### config.mk
export PLATFORM = sky130hd
export DESIGN_NAME = sdr_ft_tx
export DESIGN_NICKNAME = d
export VERILOG_FILES = /design/src/rtl/sdr_ft_tx.sv
export SDC_FILE = /design/constraint.sdc
export NUM_CORES = 1
export LEC_CHECK = 0
export CORE_AREA = 2 2 120 122
export CTS_BUF_LIST = sky130_fd_sc_hd__clkbuf_8
export CTS_CLUSTER_SIZE = 8
export DETAILED_ROUTE_END_ITERATION = 7
export DIE_AREA = 0 0 122 124
export PLACE_DENSITY = 0.7
export SYNTH_ARGS = -nofsm -noshare
export SYNTH_HDL_FRONTEND = slang
export SYNTH_SLANG_ARGS = --single-unit
### constraint.sdc
create_clock -name clk_i -period 8.2 [get_ports clk_i]
set_clock_uncertainty 0.15 [all_clocks]
set_input_delay 1.23 -clock clk_i [delete_from_list [all_inputs] [get_ports clk_i]]
set_output_delay 1.23 -clock clk_i [all_outputs]
set_load 0.05 [all_outputs]
### src/rtl/sdr_ft_tx.sv
// FTDI synchronous-FIFO transmit engine: prefetches words from a selector
// into a 3-entry skid buffer and writes them out in bursts framed by bus turnaround.
module sdr_ft_tx #(
    parameter int FT_DATA_WIDTH = 32,
    parameter int BURST_LEN     = 256
) (
    input  logic                     clk_i,
    input  logic                     reset_i,
    input  logic [FT_DATA_WIDTH-1:0] src_data_i,
    input  logic                     src_empty_i,
    output logic                     src_re_o,
    input  logic                     ft_txe_n_i,
    output logic                     ft_wr_n_o,
    output logic [FT_DATA_WIDTH-1:0] ft_data_o,
    output logic [3:0]               ft_be_o,
    output logic                     ft_data_oe_o,
    output logic [15:0]              word_cnt_o
);
    localparam int BW = $clog2(BURST_LEN + 1);

    typedef enum logic [1:0] {IDLE, ARM, STREAM, GAP} state_t;

    state_t                   state;
    logic [1:0]               occ;
    logic                     rd_pend;
    logic                     init;
    logic [BW-1:0]            burst_cnt;
    logic [FT_DATA_WIDTH-1:0] skid [3];

    logic       push;
    logic       pop;
    logic       burst_done;
    logic       src_drained;
    logic [1:0] wr_idx;

    // Reads are throttled by buffer headroom only, never by txe_n, so the
    // skid buffer absorbs the words already in flight when the FTDI stalls.
    assign src_re_o    = ~src_empty_i & (({1'b0, occ} + {2'b00, rd_pend}) < 3'd3)
                         & ~reset_i & ~init;
    assign push        = rd_pend;
    assign burst_done  = (burst_cnt == BW'(BURST_LEN));
    assign src_drained = (occ == 2'd0) & ~rd_pend & src_empty_i;
    assign pop         = (state == STREAM) & ~ft_txe_n_i & (occ != 2'd0) & ~burst_done;
    assign wr_idx      = pop ? occ - 2'd1 : occ;

    always_ff @(posedge clk_i or posedge reset_i) begin
        if (reset_i) begin
            occ     <= 2'd0;
            rd_pend <= 1'b0;
            init    <= 1'b1;
        end else begin
            init    <= 1'b0;
            rd_pend <= src_re_o;
            occ     <= occ + {1'b0, push} - {1'b0, pop};
        end
    end

    // NOTE: the data entries have no reset; occ alone defines which entries
    // hold valid words, so clearing them would only cost reset fan-out.
    always_ff @(posedge clk_i) begin
        if (pop) begin
            skid[0] <= skid[1];
            skid[1] <= skid[2];
        end
        if (push) begin
            skid[wr_idx] <= src_data_i;
        end
    end

    // NOTE: the strobe/byte-enable defaults at the top are overridden later in
    // the same block; with non-blocking assignments the last one wins.
    always_ff @(posedge clk_i or posedge reset_i) begin
        if (reset_i) begin
            state        <= IDLE;
            burst_cnt    <= '0;
            word_cnt_o   <= 16'h0000;
            ft_wr_n_o    <= 1'b1;
            ft_data_o    <= '0;
            ft_be_o      <= 4'h0;
            ft_data_oe_o <= 1'b0;
        end else begin
            ft_wr_n_o <= 1'b1;
            ft_be_o   <= 4'h0;
            if (pop) begin
                ft_wr_n_o  <= 1'b0;
                ft_be_o    <= 4'hF;
                ft_data_o  <= skid[0];
                word_cnt_o <= word_cnt_o + 16'd1;
                burst_cnt  <= burst_cnt + BW'(1);
            end
            unique case (state)
                IDLE: begin
                    if (~ft_txe_n_i && (occ != 2'd0 || rd_pend)) begin
                        state        <= ARM;
                        ft_data_oe_o <= 1'b1;
                    end
                end
                ARM: state <= STREAM;
                STREAM: begin
                    // Exits are taken on edges that never issue a write, so the
                    // final word is on the bus before drive is released.
                    if (ft_txe_n_i || burst_done || src_drained) begin
                        state        <= GAP;
                        ft_data_oe_o <= 1'b0;
                        burst_cnt    <= '0;
                    end
                end
                GAP:     state <= IDLE;
                default: state <= IDLE;
            endcase
        end
    end
endmodule

* After elaboration in Yosys (flattened, before gate mapping)
Memories as Yosys holds them, arrays and structs flattened. A register that Yosys moved wholly into a read port is not among the register bits.
Cells that the tools add are included.
** Word-level totals
- Memories kept :: 1
- Flip-flop bits (word level) :: 37
- Memory bits (writable) :: 96
- Output and inout port bits :: 55
- Bits of input ports :: 36
** Memory list
- skid :: depth 3, bits a word 32, rd ports 3, clocked after Yosys merged registers in 1, wr ports 3, line 28 : logic [FT_DATA_WIDTH-1:0] skid [3];
** Operators by class
- Bitwise gates (word level) :: 14
- Reduce and logical (&&, ||, !) cells :: 10
- $add $sub $neg :: 6
- $lt $le $gt $ge :: 1
- Eq/ne operators :: 6
- Mux-type cells :: 16
** Operator list (count)
- two-way mux 9 bit :: 3
- adder 16 x 1 -> 16 bit (second input constant) :: 1
- adder 9 x 1 -> 9 bit (second input constant) :: 1
- equality test 9 bit (second input constant) :: 1
- AND 1 bit :: 8
- one-hot mux 2 bit (4 select lines) :: 1
- two-way mux 1 bit :: 7
- two-way mux 2 bit :: 3
- inverter 1 bit :: 6
- equality test 2 bit (second input constant) :: 2
- logical NOT 2 bit :: 2
- two-way mux 4 bit :: 1
- nonzero test 2 bit :: 2
- adder 2 x 1 -> 3 bit :: 1
- logical OR 1 bit :: 3
- less-than comparator 3 x 2 -> 1 bit (second input constant) :: 1
- AND reduction 3 bit :: 1
- adder 2 x 1 -> 2 bit :: 1
- equality test 2 x 1 -> 1 bit (second input constant) :: 1
- inequality test 2 x 1 -> 1 bit (second input constant) :: 1
- inequality test 2 bit (second input constant) :: 1
- one-hot mux 1 bit (2 select lines) :: 1
- AND reduction 2 bit :: 1
- subtractor 2 x 1 -> 2 bit :: 1
- 2 further kinds :: 2

* Logic depth before layout (Yosys ltp)
Gate-level depths: netlist of run 1.
- Word-level depth :: 7
- Mapped depth :: 12

* Least setup slack after synthesis of run 1
No wires, ideal clock.
- Path kind :: input -> output
- Start point :: in src_empty_i
- End point :: out src_re_o
- Buffers on the path :: 0
- Slack :: 4.276 ns
- Required time :: 6.820 ns
- Cell stages on the path :: 2
- Arrival :: 2.544 ns
- Cell sequence :: or4_1 -> a21oi_1
** On the way
- Word-level cells in the longest chain between the ends :: 4
** RTL lines
- start: declaration :: line 10 : input logic src_empty_i,
- inverter 1 bit :: line 38 : assign src_re_o = ~src_empty_i & (({1'b0, occ} + {2'b00, rd_pend}) < 3'd3)
- AND 1 bit :: line 38
- AND 1 bit (2 in series) :: line 39 : & ~reset_i & ~init;
- end: declaration :: line 11 : output logic src_re_o,
Every way passes these cells.

* Worst setup path after layout of run 1
Same ends and word-level chain as after synthesis.

==> results of run 1 <==
-- synth_stat cells, drive strengths merged --
cell / instances / share of area
nand2: 111 / 0.061
edfxtp: 96 / 0.42
mux2: 65 / 0.12
dfrtp: 64 / 0.24
nor2: 17 / 0.0094
buf: 15 / 0.019
xnor2: 14 / 0.018
ha: 11 / 0.020
inv: 11 / 0.0072
nor3: 10 / 0.0074
xor2: 10 / 0.013
nand4: 9 / 0.0083
nand3: 7 / 0.0052
clkbuf: 6 / 0.0033
a21oi: 5 / 0.0037
and3: 4 / 0.0037
nor4: 3 / 0.0050
dfstp: 2 / 0.0077
mux2i: 2 / 0.0066
nor2b: 2 / 0.0018
o21a: 2 / 0.0022
o21ai: 2 / 0.0015
or2: 2 / 0.0018
a211oi: 1 / 0.0011
a21bo: 1 / 0.0015
a221oi: 1 / 0.0013
and4bb: 1 / 0.0018
conb: 1 / 0.00055
nor3b: 1 / 0.0028
o32a: 1 / 0.0015
or4: 1 / 0.0011
or4bb: 1 / 0.0017
-- tightest hold or removal path, delay by kind of cell (launching register included) --
kind	cells	cell delay (ns)
simple gates	2	0.09
flops	1	0.33
-- through the flow --
step	worst slack (ns)	hold slack, ns
6_report	3.65	0.290
3_5_place_dp	3.65	0.274
2_1_floorplan	4.28	0.265
5_1_grt	3.59	0.305
3_3_place_gp	3.67	0.270
4_1_cts	3.64	0.295
-- registers in the layout, summed over array words and instances (netlist names), 2 cells and up --
register	count
burst_cnt	9
ft_data_o	32
occ	2
skid	96
state	2
word_cnt_o	16
-- metal layers --
layer	vias to the layer above	share of wire	global-route usage
met5	-	0	0
met4	0	0.016	0.0805
met3	18	0.044	0.0385
met2	101	0.49	0.274
met1	1966	0.45	0.220
li1	1856	-	-
-- layout by cell type, fill, tap and decap left out, types with 2 or more instances in the layout --
| cell type | n |
|---|---|
| a21oi_1 | 5 |
| and3_1 | 4 |
| buf_4 | 4 |
| bufinv_16 | 2 |
| clkbuf_8 | 19 |
| clkdlybuf4s50_1 | 90 |
| clkinv_2 | 2 |
| clkinv_4 | 2 |
| clkinvlp_4 | 2 |
| dfrtp_1 | 64 |
| dfstp_2 | 2 |
| edfxtp_1 | 96 |
| ha_1 | 11 |
| inv_1 | 9 |
| inv_6 | 4 |
| inv_8 | 2 |
| mux2_2 | 42 |
| mux2_4 | 23 |
| mux2i_4 | 2 |
| nand2_1 | 111 |
| nand3_1 | 7 |
| nand4_1 | 9 |
| nor2_1 | 17 |
| nor2b_1 | 2 |
| nor3_1 | 10 |
| nor4_1 | 2 |
| o21ai_0 | 2 |
| or2_2 | 2 |
| xnor2_1 | 14 |
| xor2_1 | 10 |
-- worst paths after layout --
kind	from	endpoint	slack (ns)	cells past startpoint
worst max-delay path	src_empty_i	src_re_o	3.65	4
worst min-delay path	skid[0][13]$_DFFE_PP_	ft_data_o[13]$_DFFE_PP0P_	0.29	2
worst max register to register	occ[0]$_DFF_PP0_	skid[0][14]$_DFFE_PP_	4.71	9
worst min register to register	skid[0][13]$_DFFE_PP_	ft_data_o[13]$_DFFE_PP0P_	0.29	2
max in group asynchronous	reset_i	ft_data_o[17]$_DFFE_PP0P_	6.12	3
min in group asynchronous	reset_i	push$_DFF_PP0_	1.21	3
-- power groups by stage --
stage	Clock, mW	Sequential (mW)	Combinational [mW]
2_1_floorplan	0	1.47	0.358
6_report	0.594	1.18	0.918
4_1_cts	0.610	1.18	0.931
3_5_place_dp	0	1.20	0.927
3_3_place_gp	0	1.19	0.909
5_1_grt	0.645	1.20	0.987
-- cell families (layout without fill, tap and decap cells) --
family	Yosys count	in the layout	share of synthesized area
other	1	1	0.000552
xor gates and xnor gates	24	24	0.0310
AOI/OAI and AO/OA	13	13	0.0127
DFF	162	162	0.668
adders and majority gates	11	11	0.0203
muxes	67	67	0.127
buffers and inverters	32	137	0.0291
and+or+nand+nor	169	169	0.111
-- layout make-up --
class | count | area (sq um)
Fill cell | 1097 | 5510
Sequential cell | 162 | 4540
Multi-Input combinational cell | 285 | 2060
Timing Repair Buffer | 94 | 931
Clock buffer | 19 | 262
Tap cell | 180 | 225
Clock inverter | 13 | 149
Inverter | 11 | 48.8
==> results.json, run 1 <==
{
  "fin_area_sq_mm": 0.00821,
  "cp-end-kind": "output port",
  "clockPowerShare": 0.221,
  "power.internal_mw": 1.69,
  "portBuffers": 90,
  "seq_power_share": 0.438,
  "slew_viol_final": 0,
  "track_usage": 0.170,
  "layout.nets": 618,
  "start_util": 0.495,
  "cp_max_fo": 2,
  "hpwl_mm": 7.61,
  "place_inst": 732,
  "ys_seq_area_frac": 0.668,
  "crit_family": "buffers and inverters",
  "fp.dieH_um": 124,
  "comb_power_share": 0.341,
  "crit_arrival_ns": 3.17,
  "cts_buffer_depth": 2,
  "path_cells": "clkdlybuf4s50_1, or4_1, a21oi_1, clkdlybuf4s50_1",
  "max_freq_ghz": 0.220,
  "dieWidth_um": 122,
  "cp.required_ns": 6.82,
  "power_density_mw_per_mm2": 328,
  "stdcell_count": 764,
  "grt_pass1_vias": 3932,
  "utilization": 0.598,
  "startpoint_type": "input port",
  "setup_viol": 0,
  "drive_gt1_frac": 0.195,
  "grt_max_degree": 67,
  "power.switching_mw": 0.997,
  "route.vias.total": 3941,
  "hold_violations": 0,
  "clkSinkCount": 162,
  "grt_pass1_wl_mm": 19.4,
  "avgRoutedWirePerCell_um": 15.8,
  "core_area_sq_mm": 0.0137,
  "antenna_found_initial": 0,
  "finalCritPeriodShare": 0.555,
  "synth_nets": 526,
  "cts_tree": "done",
  "cts_made_buffers": 17,
  "grt_setup_unrepaired": "no",
  "syn_inst": 479,
  "placementRows": 43,
  "synthToLayoutAreaGrowth_pct": 20.9,
  "root_buffer": "clkbuf_8",
  "sw_frac_of_total": 0.371,
  "place.gp.congestion": 0.814,
  "ys_ff_latch": 162,
  "crit_top_cell": "clkdlybuf4s50_1",
  "grt-ovfl-total": 0,
  "syn_area_per_cell_sq_um": 14.2,
  "status": "finished clean",
  "ys_warn_count": 0,
  "insertion_delay_ns": 0.44,
  "vdd_ir_drop_max_uv": 154,
  "htree_levels": 4,
  "drtIter0Drc": 263,
  "io_pins": 91,
  "die-area_sq_mm": 0.0151,
  "p_total_mw": 2.69,
  "slew_headroom": 0.425,
  "period_needed_ns": 4.55,
  "cts_setup_buffers": 0,
  "ctsHoldBuffers": 0,
  "wl_mm": 12.1,
  "synth_cell_types": 37,
  "diodes": 0,
  "syn_area_sq_mm": 0.00679,
  "criticalPathCategory": "in -> out",
  "cp_num_buf_inv": 2,
  "first_pass_iters": 4,
  "ant_nets": 0,
  "setup_tns_ns": 0,
  "drv_cap": 0,
  "critPathMaxStageDelay_ns": 0.83,
  "slowest_stage": "clkdlybuf4s50_1",
  "worst_pin_slew_ns": 0.862,
  "place_area_sq_mm": 0.00780,
  "clk_pin_slew_worst_paths_ns": 0.09,
  "cts.repair.resized": 0,
  "drc": 0,
  "holdCritPathClass": "reg -> reg",
  "leakage_nw": 3.35,
  "via_per_inst": 5.16
}
Note: power is estimated with default switching activity, not from simulation.
==> run 2: changes to the inputs <==
- PLACE_DENSITY: 0.7 -> 0.72
- clock period: 8.2 -> 3.9 ns (I/O delays scaled with it)
==> results.json, run 2 (synthesized netlist as in run 1, its figures left out) <==
{
  "drv_cap": 0,
  "fillers": 1123,
  "setup_viol": 0,
  "cts_made_buffers": 17,
  "antenna_found_initial": 0,
  "htree_levels": 4,
  "die-area_sq_mm": 0.0151,
  "hpwl_mm": 8.21,
  "grt_pass1_wl_mm": 20.2,
  "crit_top_cell": "ha_1",
  "first_pass_iters": 4,
  "rr_worst_depth": 8,
  "place.gp.congestion": 0.788,
  "max_freq_ghz": 0.284,
  "place_area_sq_mm": 0.00786,
  "cts_buffer_depth": 2,
  "drive_gt1_frac": 0.199,
  "final_cell_mix": "nand2_1 (111), edfxtp_1 (96), clkdlybuf4s50_1 (90)",
  "grt_max_degree": 49,
  "leakage_nw": 3.38,
  "drc": 0,
  "slew_headroom": 0.328,
  "route.vias.total": 3971,
  "power_density_mw_per_mm2": 692,
  "clk_pin_slew_worst_paths_ns": 0.08,
  "fin_area_sq_mm": 0.00829,
  "fin_hold_ws_ns": 0.288,
  "hold_path_depth": 2,
  "ant_nets": 0,
  "avgRoutedWirePerCell_um": 16.2,
  "insertion_delay_ns": 0.44,
  "start_util": 0.495,
  "wl_mm": 12.5,
  "crit_arrival_ns": 2.79,
  "utilization": 0.604,
  "slew_viol_final": 0,
  "slowest_stage": "clkdlybuf4s50_1",
  "root_buffer": "clkbuf_8",
  "path_cells": "ha_1, ha_1, or4_1, a21oi_1, clkdlybuf4s50_1",
  "drtIter0Drc": 206,
  "final_common_cell": "nand2_1",
  "via_per_inst": 5.16,
  "crit_end": "src_re_o",
  "reg.largest.list": "skid (96), ft_data_o (32), word_cnt_o (16)",
  "cts_setup_buffers": 0,
  "vdd_ir_drop_max_uv": 345,
  "cp.required_ns": 3.16,
  "worst_pin_slew_ns": 1.01,
  "placementRows": 43,
  "period_needed_ns": 3.52,
  "portBuffers": 90,
  "grt_setup_unrepaired": "no",
  "io_pins": 91,
  "criticalPathCategory": "reg -> out",
  "status": "finished clean",
  "synthToLayoutAreaGrowth_pct": 22.0,
  "ctsHoldBuffers": 0,
  "top_register": "skid",
  "dieWidth_um": 122,
  "place_inst": 737,
  "cts_tree": "done",
  "clkSinkCount": 162,
  "grt_pass1_vias": 4046,
  "holdCritPathClass": "reg -> reg",
  "diodes": 0,
  "largest_reg_flops": 96,
  "critPathLaunch": "occ[0]$_DFF_PP0_",
  "stdcell_count": 769,
  "cp_max_fo": 6,
  "r2r_start": "occ[0]$_DFF_PP0_",
  "r2r_setup_slack_ns": 0.81,
  "startpoint_type": "flip-flop",
  "layout.nets": 623,
  "cp-end-kind": "output port",
  "worst_r2r_endpoint": "skid[0][19]$_DFFE_PP_",
  "finalCritPeriodShare": 0.903,
  "track_usage": 0.176,
  "critPathMaxStageDelay_ns": 0.84,
  "core_area_sq_mm": 0.0137,
  "fp.dieH_um": 124,
  "cts.repair.resized": 0,
  "setup_tns_ns": 0,
  "hold_violations": 0,
  "grt-ovfl-total": 0
}
run 2: cell count changes in the layout (fill, tap and decap cells not counted):
cell / before / now
clkinv_2: 2 / 4
inv_6: 4 / 1
inv_8: 2 / 1
buf_4: 4 / 7
bufinv_16: 2 / 4
clkbuf_8: 19 / 17
clkinv_1: 0 / 2
buf_12: 0 / 2
run 2: worst min path at each step:
stage                                      from                        end  slack (ns)
after floorplan            skid[0][0]$_DFFE_PP_   ft_data_o[0]$_DFFE_PP0P_        0.26
after global placement     skid[0][1]$_DFFE_PP_   ft_data_o[1]$_DFFE_PP0P_        0.27
after detailed placement  skid[0][27]$_DFFE_PP_  ft_data_o[27]$_DFFE_PP0P_        0.28
after CTS                 skid[0][27]$_DFFE_PP_  ft_data_o[27]$_DFFE_PP0P_        0.29
after global routing       skid[0][5]$_DFFE_PP_   ft_data_o[5]$_DFFE_PP0P_        0.31
final                     skid[0][27]$_DFFE_PP_  ft_data_o[27]$_DFFE_PP0P_        0.29
run 2: layout make-up:
class / instances / area (sq um) / share of cell area
Tap cell: 180 / 225 / 0.0272
Clock buffer: 17 / 234 / 0.0282
Sequential cell: 162 / 4540 / 0.548
Inverter: 11 / 48.8 / 0.00589
Timing Repair Buffer: 99 / 993 / 0.120
Clock inverter: 15 / 189 / 0.0228
Multi-Input combinational cell: 285 / 2060 / 0.248
run 2: metal layers:
layer	routed length, um	part of all wire	up-vias	track usage
met1	5370	0.43	1978	0.217
li1	-	-	1872	-
met4	200	0.016	0	0.0740
met5	0	0	-	0
met2	6370	0.51	104	0.300
met3	544	0.044	17	0.0389
run 2: metrics by stage:
stage | total power, mW | setup WS (ns)
after global routing | 6.02 | 0.260
after CTS | 5.79 | 0.338
after floorplan | 3.84 | 0.912
after detailed placement | 4.50 | 0.461
after global placement | 4.43 | 0.534
final | 5.73 | 0.378
run 2: report_power, final:
group / switching [mW] / internal, mW / total (mW)
Clock: 0.597 / 0.692 / 1.29
Sequential: 0.207 / 2.27 / 2.48
Combinational: 1.27 / 0.695 / 1.97
run 2: worst max-delay path, delay by kind of cell, from the launching register on:
| kind | cells | cell delay (ns) |
|---|---|---|
| AOI/OAI and AO/OA | 1 | 0.20 |
| adders and majority gates | 2 | 0.38 |
| buffers and inverters | 1 | 0.84 |
| DFF | 1 | 0.44 |
| and+or+nand+nor | 1 | 0.49 |
